`src/rtl/alu_cmd_seq.sv`:
```
// Command sequencer driving an ALU operation/data/valid interface and returning results on a valid/ready port.
// Optional self-check of ALU results is built when ALU_SEQ_CHECK_EN is defined.
module alu_cmd_seq #(
    parameter int N_BITS      = 32,
    parameter int RESULT_WAIT = 1,
    parameter int TIMEOUT     = 15
) (
    input  logic              i_clock,
    input  logic              i_reset,
    input  logic              i_cmd_valid,
    output logic              o_cmd_ready,
    input  logic [1:0]        i_cmd_op,
    input  logic [N_BITS-1:0] i_cmd_a,
    input  logic [N_BITS-1:0] i_cmd_b,
    output logic              o_rsp_valid,
    input  logic              i_rsp_ready,
    output logic [N_BITS-1:0] o_rsp_data,
    output logic [1:0]        o_rsp_op,
    output logic              o_rsp_timeout,
    output logic              o_rsp_mismatch,
    output logic [1:0]        o_alu_operation,
    output logic [N_BITS-1:0] o_alu_data_a,
    output logic [N_BITS-1:0] o_alu_data_b,
    output logic              o_alu_valid,
    input  logic [N_BITS-1:0] i_alu_data,
    input  logic              i_alu_valid,
    output logic              o_busy,
    output logic [15:0]       o_cmd_count
);

    typedef enum logic [2:0] {
        IDLE,
        ISSUE,
        WAIT_VALID,
        WAIT_DATA,
        RESPOND
    } state_t;

    localparam logic [7:0] TO_LAST     = 8'(TIMEOUT - 1);
    localparam logic [3:0] SETTLE_INIT = 4'(RESULT_WAIT);

    state_t            state;
    state_t            state_nxt;
    logic [7:0]        to_cnt;
    logic [3:0]        settle_cnt;
    logic              cmd_ready_q;
    logic [1:0]        alu_op_q;
    logic [N_BITS-1:0] alu_a_q;
    logic [N_BITS-1:0] alu_b_q;
    logic [N_BITS-1:0] rsp_data_q;
    logic              rsp_timeout_q;
    logic              rsp_mismatch_q;
    logic [15:0]       cmd_count_q;
    logic              accept;
    logic              capture;
    logic              timeout_hit;
    logic              load_settle;
    logic              rsp_done;
    logic              chk_fail;

    always_ff @(posedge i_clock or posedge i_reset) begin
        if (i_reset) begin
            state <= IDLE;
        end else begin
            state <= state_nxt;
        end
    end

    always_comb begin
        state_nxt   = state;
        accept      = 1'b0;
        capture     = 1'b0;
        timeout_hit = 1'b0;
        load_settle = 1'b0;
        rsp_done    = 1'b0;
        case (state)
            IDLE: begin
                if (i_cmd_valid && cmd_ready_q) begin
                    accept    = 1'b1;
                    state_nxt = ISSUE;
                end
            end
            ISSUE: begin
                state_nxt = WAIT_VALID;
            end
            WAIT_VALID: begin
                if (i_alu_valid) begin
                    if (RESULT_WAIT == 0) begin
                        capture   = 1'b1;
                        state_nxt = RESPOND;
                    end else begin
                        load_settle = 1'b1;
                        state_nxt   = WAIT_DATA;
                    end
                end else if (to_cnt == TO_LAST) begin
                    timeout_hit = 1'b1;
                    state_nxt   = RESPOND;
                end
            end
            WAIT_DATA: begin
                if (settle_cnt == 4'd1) begin
                    capture   = 1'b1;
                    state_nxt = RESPOND;
                end
            end
            RESPOND: begin
                if (i_rsp_ready) begin
                    rsp_done  = 1'b1;
                    state_nxt = IDLE;
                end
            end
            default: begin
                state_nxt = IDLE;
            end
        endcase
    end

`ifdef ALU_SEQ_CHECK_EN
    logic [N_BITS-1:0] expected;

    always_comb begin
        expected = '0;
        case (alu_op_q)
            2'b00:   expected = alu_a_q ^ alu_b_q;
            2'b01:   expected = alu_a_q & alu_b_q;
            2'b10:   expected = alu_a_q | alu_b_q;
            default: expected = alu_a_q + alu_b_q;
        endcase
    end

    assign chk_fail = (i_alu_data != expected);
`else
    assign chk_fail = 1'b0;
`endif

    // Ready is registered so it stays low while reset is held and rises one cycle after release.
    always_ff @(posedge i_clock or posedge i_reset) begin
        if (i_reset) begin
            cmd_ready_q    <= 1'b0;
            alu_op_q       <= '0;
            alu_a_q        <= '0;
            alu_b_q        <= '0;
            to_cnt         <= '0;
            settle_cnt     <= '0;
            rsp_data_q     <= '0;
            rsp_timeout_q  <= 1'b0;
            rsp_mismatch_q <= 1'b0;
            cmd_count_q    <= '0;
        end else begin
            cmd_ready_q <= (state_nxt == IDLE);

            if (accept) begin
                alu_op_q <= i_cmd_op;
                alu_a_q  <= i_cmd_a;
                alu_b_q  <= i_cmd_b;
            end

            if (state == ISSUE) begin
                to_cnt <= '0;
            end else if (state == WAIT_VALID && !i_alu_valid) begin
                to_cnt <= to_cnt + 8'd1;
            end

            if (load_settle) begin
                settle_cnt <= SETTLE_INIT;
            end else if (state == WAIT_DATA) begin
                settle_cnt <= settle_cnt - 4'd1;
            end

            if (capture) begin
                rsp_data_q     <= i_alu_data;
                rsp_timeout_q  <= 1'b0;
                rsp_mismatch_q <= chk_fail;
            end else if (timeout_hit) begin
                rsp_data_q     <= '0;
                rsp_timeout_q  <= 1'b1;
                rsp_mismatch_q <= 1'b0;
            end

            if (rsp_done) begin
                cmd_count_q <= cmd_count_q + 16'd1;
            end
        end
    end

    assign o_cmd_ready     = cmd_ready_q;
    assign o_rsp_valid     = (state == RESPOND);
    assign o_rsp_data      = rsp_data_q;
    assign o_rsp_op        = alu_op_q;
    assign o_rsp_timeout   = rsp_timeout_q;
    assign o_rsp_mismatch  = rsp_mismatch_q;
    assign o_alu_operation = alu_op_q;
    assign o_alu_data_a    = alu_a_q;
    assign o_alu_data_b    = alu_b_q;
    assign o_alu_valid     = (state == ISSUE);
    assign o_busy          = (state != IDLE);
    assign o_cmd_count     = cmd_count_q;

endmodule

```
`config.mk`:
```
export PLATFORM = sky130hd
export DESIGN_NAME = alu_cmd_seq
export DESIGN_NICKNAME = d
export VERILOG_FILES = /design/src/rtl/alu_cmd_seq.sv
export SDC_FILE = /design/constraint.sdc
export NUM_CORES = 1
export LEC_CHECK = 0
export ABC_AREA = 0
export CORE_ASPECT_RATIO = 1.2
export CORE_MARGIN = 2
export CORE_UTILIZATION = 38
export CTS_CLUSTER_SIZE = 12
export DETAILED_ROUTE_END_ITERATION = 7
export PLACE_DENSITY = 0.78
export SETUP_SLACK_MARGIN = 0.4
export SYNTH_ARGS = -nofsm -noshare
export SYNTH_HDL_FRONTEND = slang
export SYNTH_SLANG_ARGS = --single-unit
```
`constraint.sdc`:
```
create_clock -name i_clock -period 3.9 [get_ports i_clock]
set_input_delay 0.585 -clock i_clock [delete_from_list [all_inputs] [get_ports i_clock]]
set_output_delay 0.585 -clock i_clock [all_outputs]
set_load 0.05 [all_outputs]
```
### Word-level counts from Yosys, hierarchy flattened

Index checks and enable logic that the tools add are counted.

* bits in registers: 132
* input port bits: 103
* output and inout bits: 122
* word-level logic and storage cells: 56

* $add $sub $neg: 3
* equality and inequality tests: 6
* multiplexer cells: 27
* reductions and logical operators: 9

Operators with widths (number)
* $mux 32: 2
* $add 16x1->16 const B: 1
* $mux 8: 2
* $mux 1: 15
* $mux 3: 5
* $pmux 3 s5: 1
* $add 8x1->8 const B: 1
* $eq 8x4->1 const B: 1
* $mux 4: 2
* $eq 3x2->1 const B: 2
* $logic_not 3->1: 2
* $reduce_bool 2->1: 3
* $eq 4x1->1 const B: 1
* $sub 4x1->4 const B: 1
* $eq 3x1->1 const B: 1
* $eq 3x3->1 const B: 1
* $reduce_bool 3->1: 1
* $logic_and 1x1->1: 2
* $logic_not 1->1: 1

### Depth between registers and ports, before layout

* word-level depth: 6
* gate-level depth with buffers: 7
* depth with buffers taken out: 6

### Worst setup path before layout

No wires, ideal clock.

* path kind: register -> output
* start: reg state[0]
* end: out o_rsp_valid
* arrival: 1.492 ns
* data required time: 3.315 ns
* setup slack: 1.823 ns
* cell stages (with the launch flop): 4
* path buffers: 1
* path through: dfrtp_1 > buf_2 > or2_2 > nor2_1

* word-level cells in the longest chain between the ends: 1

RTL lines
* start, declared: line 42 `state_t state;`
* start signal, assigned: line 65 `state <= state_nxt;`
* $eq 3x3->1: line 187 `assign o_rsp_valid = (state == RESPOND);`
* end, declared: line 15 `output logic o_rsp_valid,`

Every way passes these cells.

### Worst setup path after layout

* start: reg state[0]
* end: out o_alu_valid

* word-level cells in the longest chain between the ends: 1

RTL lines
* $eq 3x1->1: line 195 `assign o_alu_valid = (state == ISSUE);`
* end, declared: line 24 `output logic o_alu_valid,`

Every way passes these cells.

==> results.yml <==
outcome:
  run_status: "finished, final reports clean"
setup_path:
  required_ps: 3310
  crit_buf_inv: 1
  worstPathArrival_ps: 2410
  r2r_setup_slack_ps: 1710
  crit_chain: "nor3b_2 > clkdlybuf4s50_1"
  worstSetupPathType: "flip-flop to output port"
  worst_setup_path_start_kind: "flip-flop"
  cpMaxStageDelayCell: "clkdlybuf4s50_1"
  crit_family: "buffers and inverters"
  worst_path_largest_cell_delay_ps: 910
  r2r_start: "state[0]"
  r2r_end: "o_alu_data_b[25]"
  crit_path_end_kind: "output port"
  crit_fanout: 13
  startpoint: "state[0]"
  reg2regPathDepth: 4
layout:
  drive_gt1_frac: 0.1811
  area_growth_pct: 56.53
  fin_cells: 770
  antenna-diode-count: 0
  layout.nets: 697
floorplanning:
  io_pins: 225
  core-area_um2: 13300
  dieArea_um2: 14670
  num_rows: 46
  die_h_um: 132.3
  initial_utilization: 0.3921
  die_w_um: 110.9
clock_network:
  cts_resized: 0
  cts_hold_buf: 0
  cts_max_level: 4
  clk_pin_slew_ps: 50
  ctsLongestPathBuffers: 2
  cts-root-buf: "clkbuf_16"
  numCtsBuffers: 17
  clkSinkCount: 131
  cts_tree: "built"
  cts_setup_buffers: 0
  clkLatencyLatePin_ps: 400
sta:
  rsz0062_at_grt: "no"
  setup_viol: 0
  fin_worst_skew_ps: 9.265
  whs_ps: 472.7
  fin_crit_ps: 2998
  finalSetupTns_ps: 0
  drv_slew: 0
  slew_headroom: 0.4015
  tightest_slew_ps: 895.9
  fin_crit_sh: 0.7686
  finalHoldViolations: 0
  max_freq_ghz: 0.3336
synthesis:
  synthDistinctLibCells: 38
  ys_top_cells_by_count: "dfrtp_1 (131), mux2_2 (67), a22o_1 (34)"
  synth_area_leaders: "dfrtp_1 (63%), mux2_2 (14%), a22o_1 (5.7%)"
  yosys_warnings: 0
  synthArstFlopShare: 1.000
  syn-num-nets: 471
  yosysTopAreaCellShare: 0.6289
  synth-edff-count: 0
  yosysTopAreaCell: "dfrtp_1"
  netlist_area_um2: 5212
  syn_area_per_cell_um2: 14.36
  ys.flop_type: "dfrtp_1"
  ys_seq_area_frac: 0.6289
  ys_seq_elements: 131
  netlist_instances: 363
  post-synth-top-count-cell: "dfrtp_1"
drt:
  vias_per_cell: 4.987
  first_pass_iters: 4
  wl_per_cell_um: 16.46
  antenna_left: 0
  totalWireLength_um: 12680
  drtIter0Drc: 101
  num_vias: 3840
  drc: 0
global_route:
  antenna_found_initial: 0
  grtUsageTotal: 0.1772
  grt_pass1_wl_um: 20960
  grt_max_degree: 67
  grt_pass1_vias: 4057
  overflow: 0
placed_design:
  dp.cells: 738
  gp_congestion: 0.8145
  hpwlAfterDp_um: 9155
  numPortBuffers: 223
pwr:
  p_leak_nw: 3.543
  power_w: 0.007649
  p_sw_frac: 0.4374
  p_sw_w: 0.003346
  ir_drop_uv: 565.9
  power.share.clock: 0.200
  intPower_w: 0.004303
  sequentialPowerShare: 0.291
  comb_power_share: 0.508
  p_per_area_nw_per_um2: 937.5
worst_hold_path:
  hold_class: "flip-flop to flip-flop"
  min_to: "o_cmd_count[15]"
  whs_path_depth: 1
  hold_path.startpoint: "o_cmd_count[15]"
job:
  maxCapViolations: 0
area by class of cell:
cell class / count / area, um2
repair buffers: 228 / 2295
clock buffers: 23 / 467.9
well taps: 168 / 210.2
clock inverters: 9 / 105.1
multi-input cells: 204 / 1773
flip-flops and latches: 131 / 3278
inverters: 7 / 30.03
fillers: 1036 / 5136
power groups by stage:
stage,logic [W],clock network (W),registers (W)
2_1_floorplan,0.000918,0,0.00390
3_3_place_gp,0.00385,0,0.00222
3_5_place_dp,0.00391,0,0.00224
4_1_cts,0.00392,0.00158,0.00223
5_1_grt,0.00404,0.00165,0.00230
6_report,0.00389,0.00153,0.00223
per-stage QoR:
stage | worst slack (ps) | util | area [um2]
finish | 902.4 | 0.6137 | 8159
global route | 784.6 | 0.6137 | 8159
CTS | 879.6 | 0.6137 | 8159
detailed placement | 1322 | 0.5706 | 7586
global placement | 1382 | 0.5706 | 7586
floorplan | 1692 | - | 5216
metal layers:
metal	track usage	vias up	wire length (um)
li1	-	1756	-
met2	0.3081	153	6510
met4	0.06250	0	185
met1	0.2086	1917	5150
met5	0	-	0
met3	0.05287	14	830
worst reg2reg max path: stages, from the launching register on:
cell	delay (ps)
dfrtp_1	490
or2_2	380
nor2_4	110
buf_4	600
mux2_2	500
state kept, by name (all words and copies together), names as in the netlist, 2 cells and up:
register,cells
o_alu_data_a,32
o_alu_data_b,32
o_rsp_data,32
o_cmd_count,16
to_cnt,8
settle_cnt,4
state,3
o_alu_operation,2
worst max path at each step:
stage,cells past startpoint,slack (ps),end
floorplan,1,1690,o_alu_data_a[0]
global placement,2,1380,o_alu_valid
finish,2,900,o_alu_valid
CTS,2,880,o_alu_valid
detailed placement,2,1320,o_alu_valid
global route,2,780,o_alu_valid
logic make-up (layout without fill, tap and decap cells):
logic type | Yosys count | count (layout) | share of synthesized area
adder cells (fa/ha/maj) | 5 | 5 | 0.01200
flip-flops | 131 | 131 | 0.6289
other | 1 | 1 | 0.0007194
AND/OR/NAND/NOR | 64 | 64 | 0.07465
buffers and inverters | 28 | 267 | 0.03240
AO/OA/AOI/OAI | 46 | 46 | 0.07129
multiplexers | 67 | 67 | 0.1447
XOR/XNOR | 21 | 21 | 0.03529
placed cells by master (no fill, tap or decap), drive strengths merged, types with 6 or more instances in the layout:
master / n
a22o: 34
clkbuf: 23
clkdlybuf4s50: 223
dfrtp: 131
inv: 6
mux2: 67
nand2: 10
nand3: 10
nor2: 14
o21ai: 7
xnor2: 12
xor2: 9
No activity file was read; power rests on OpenSTA's default activity.
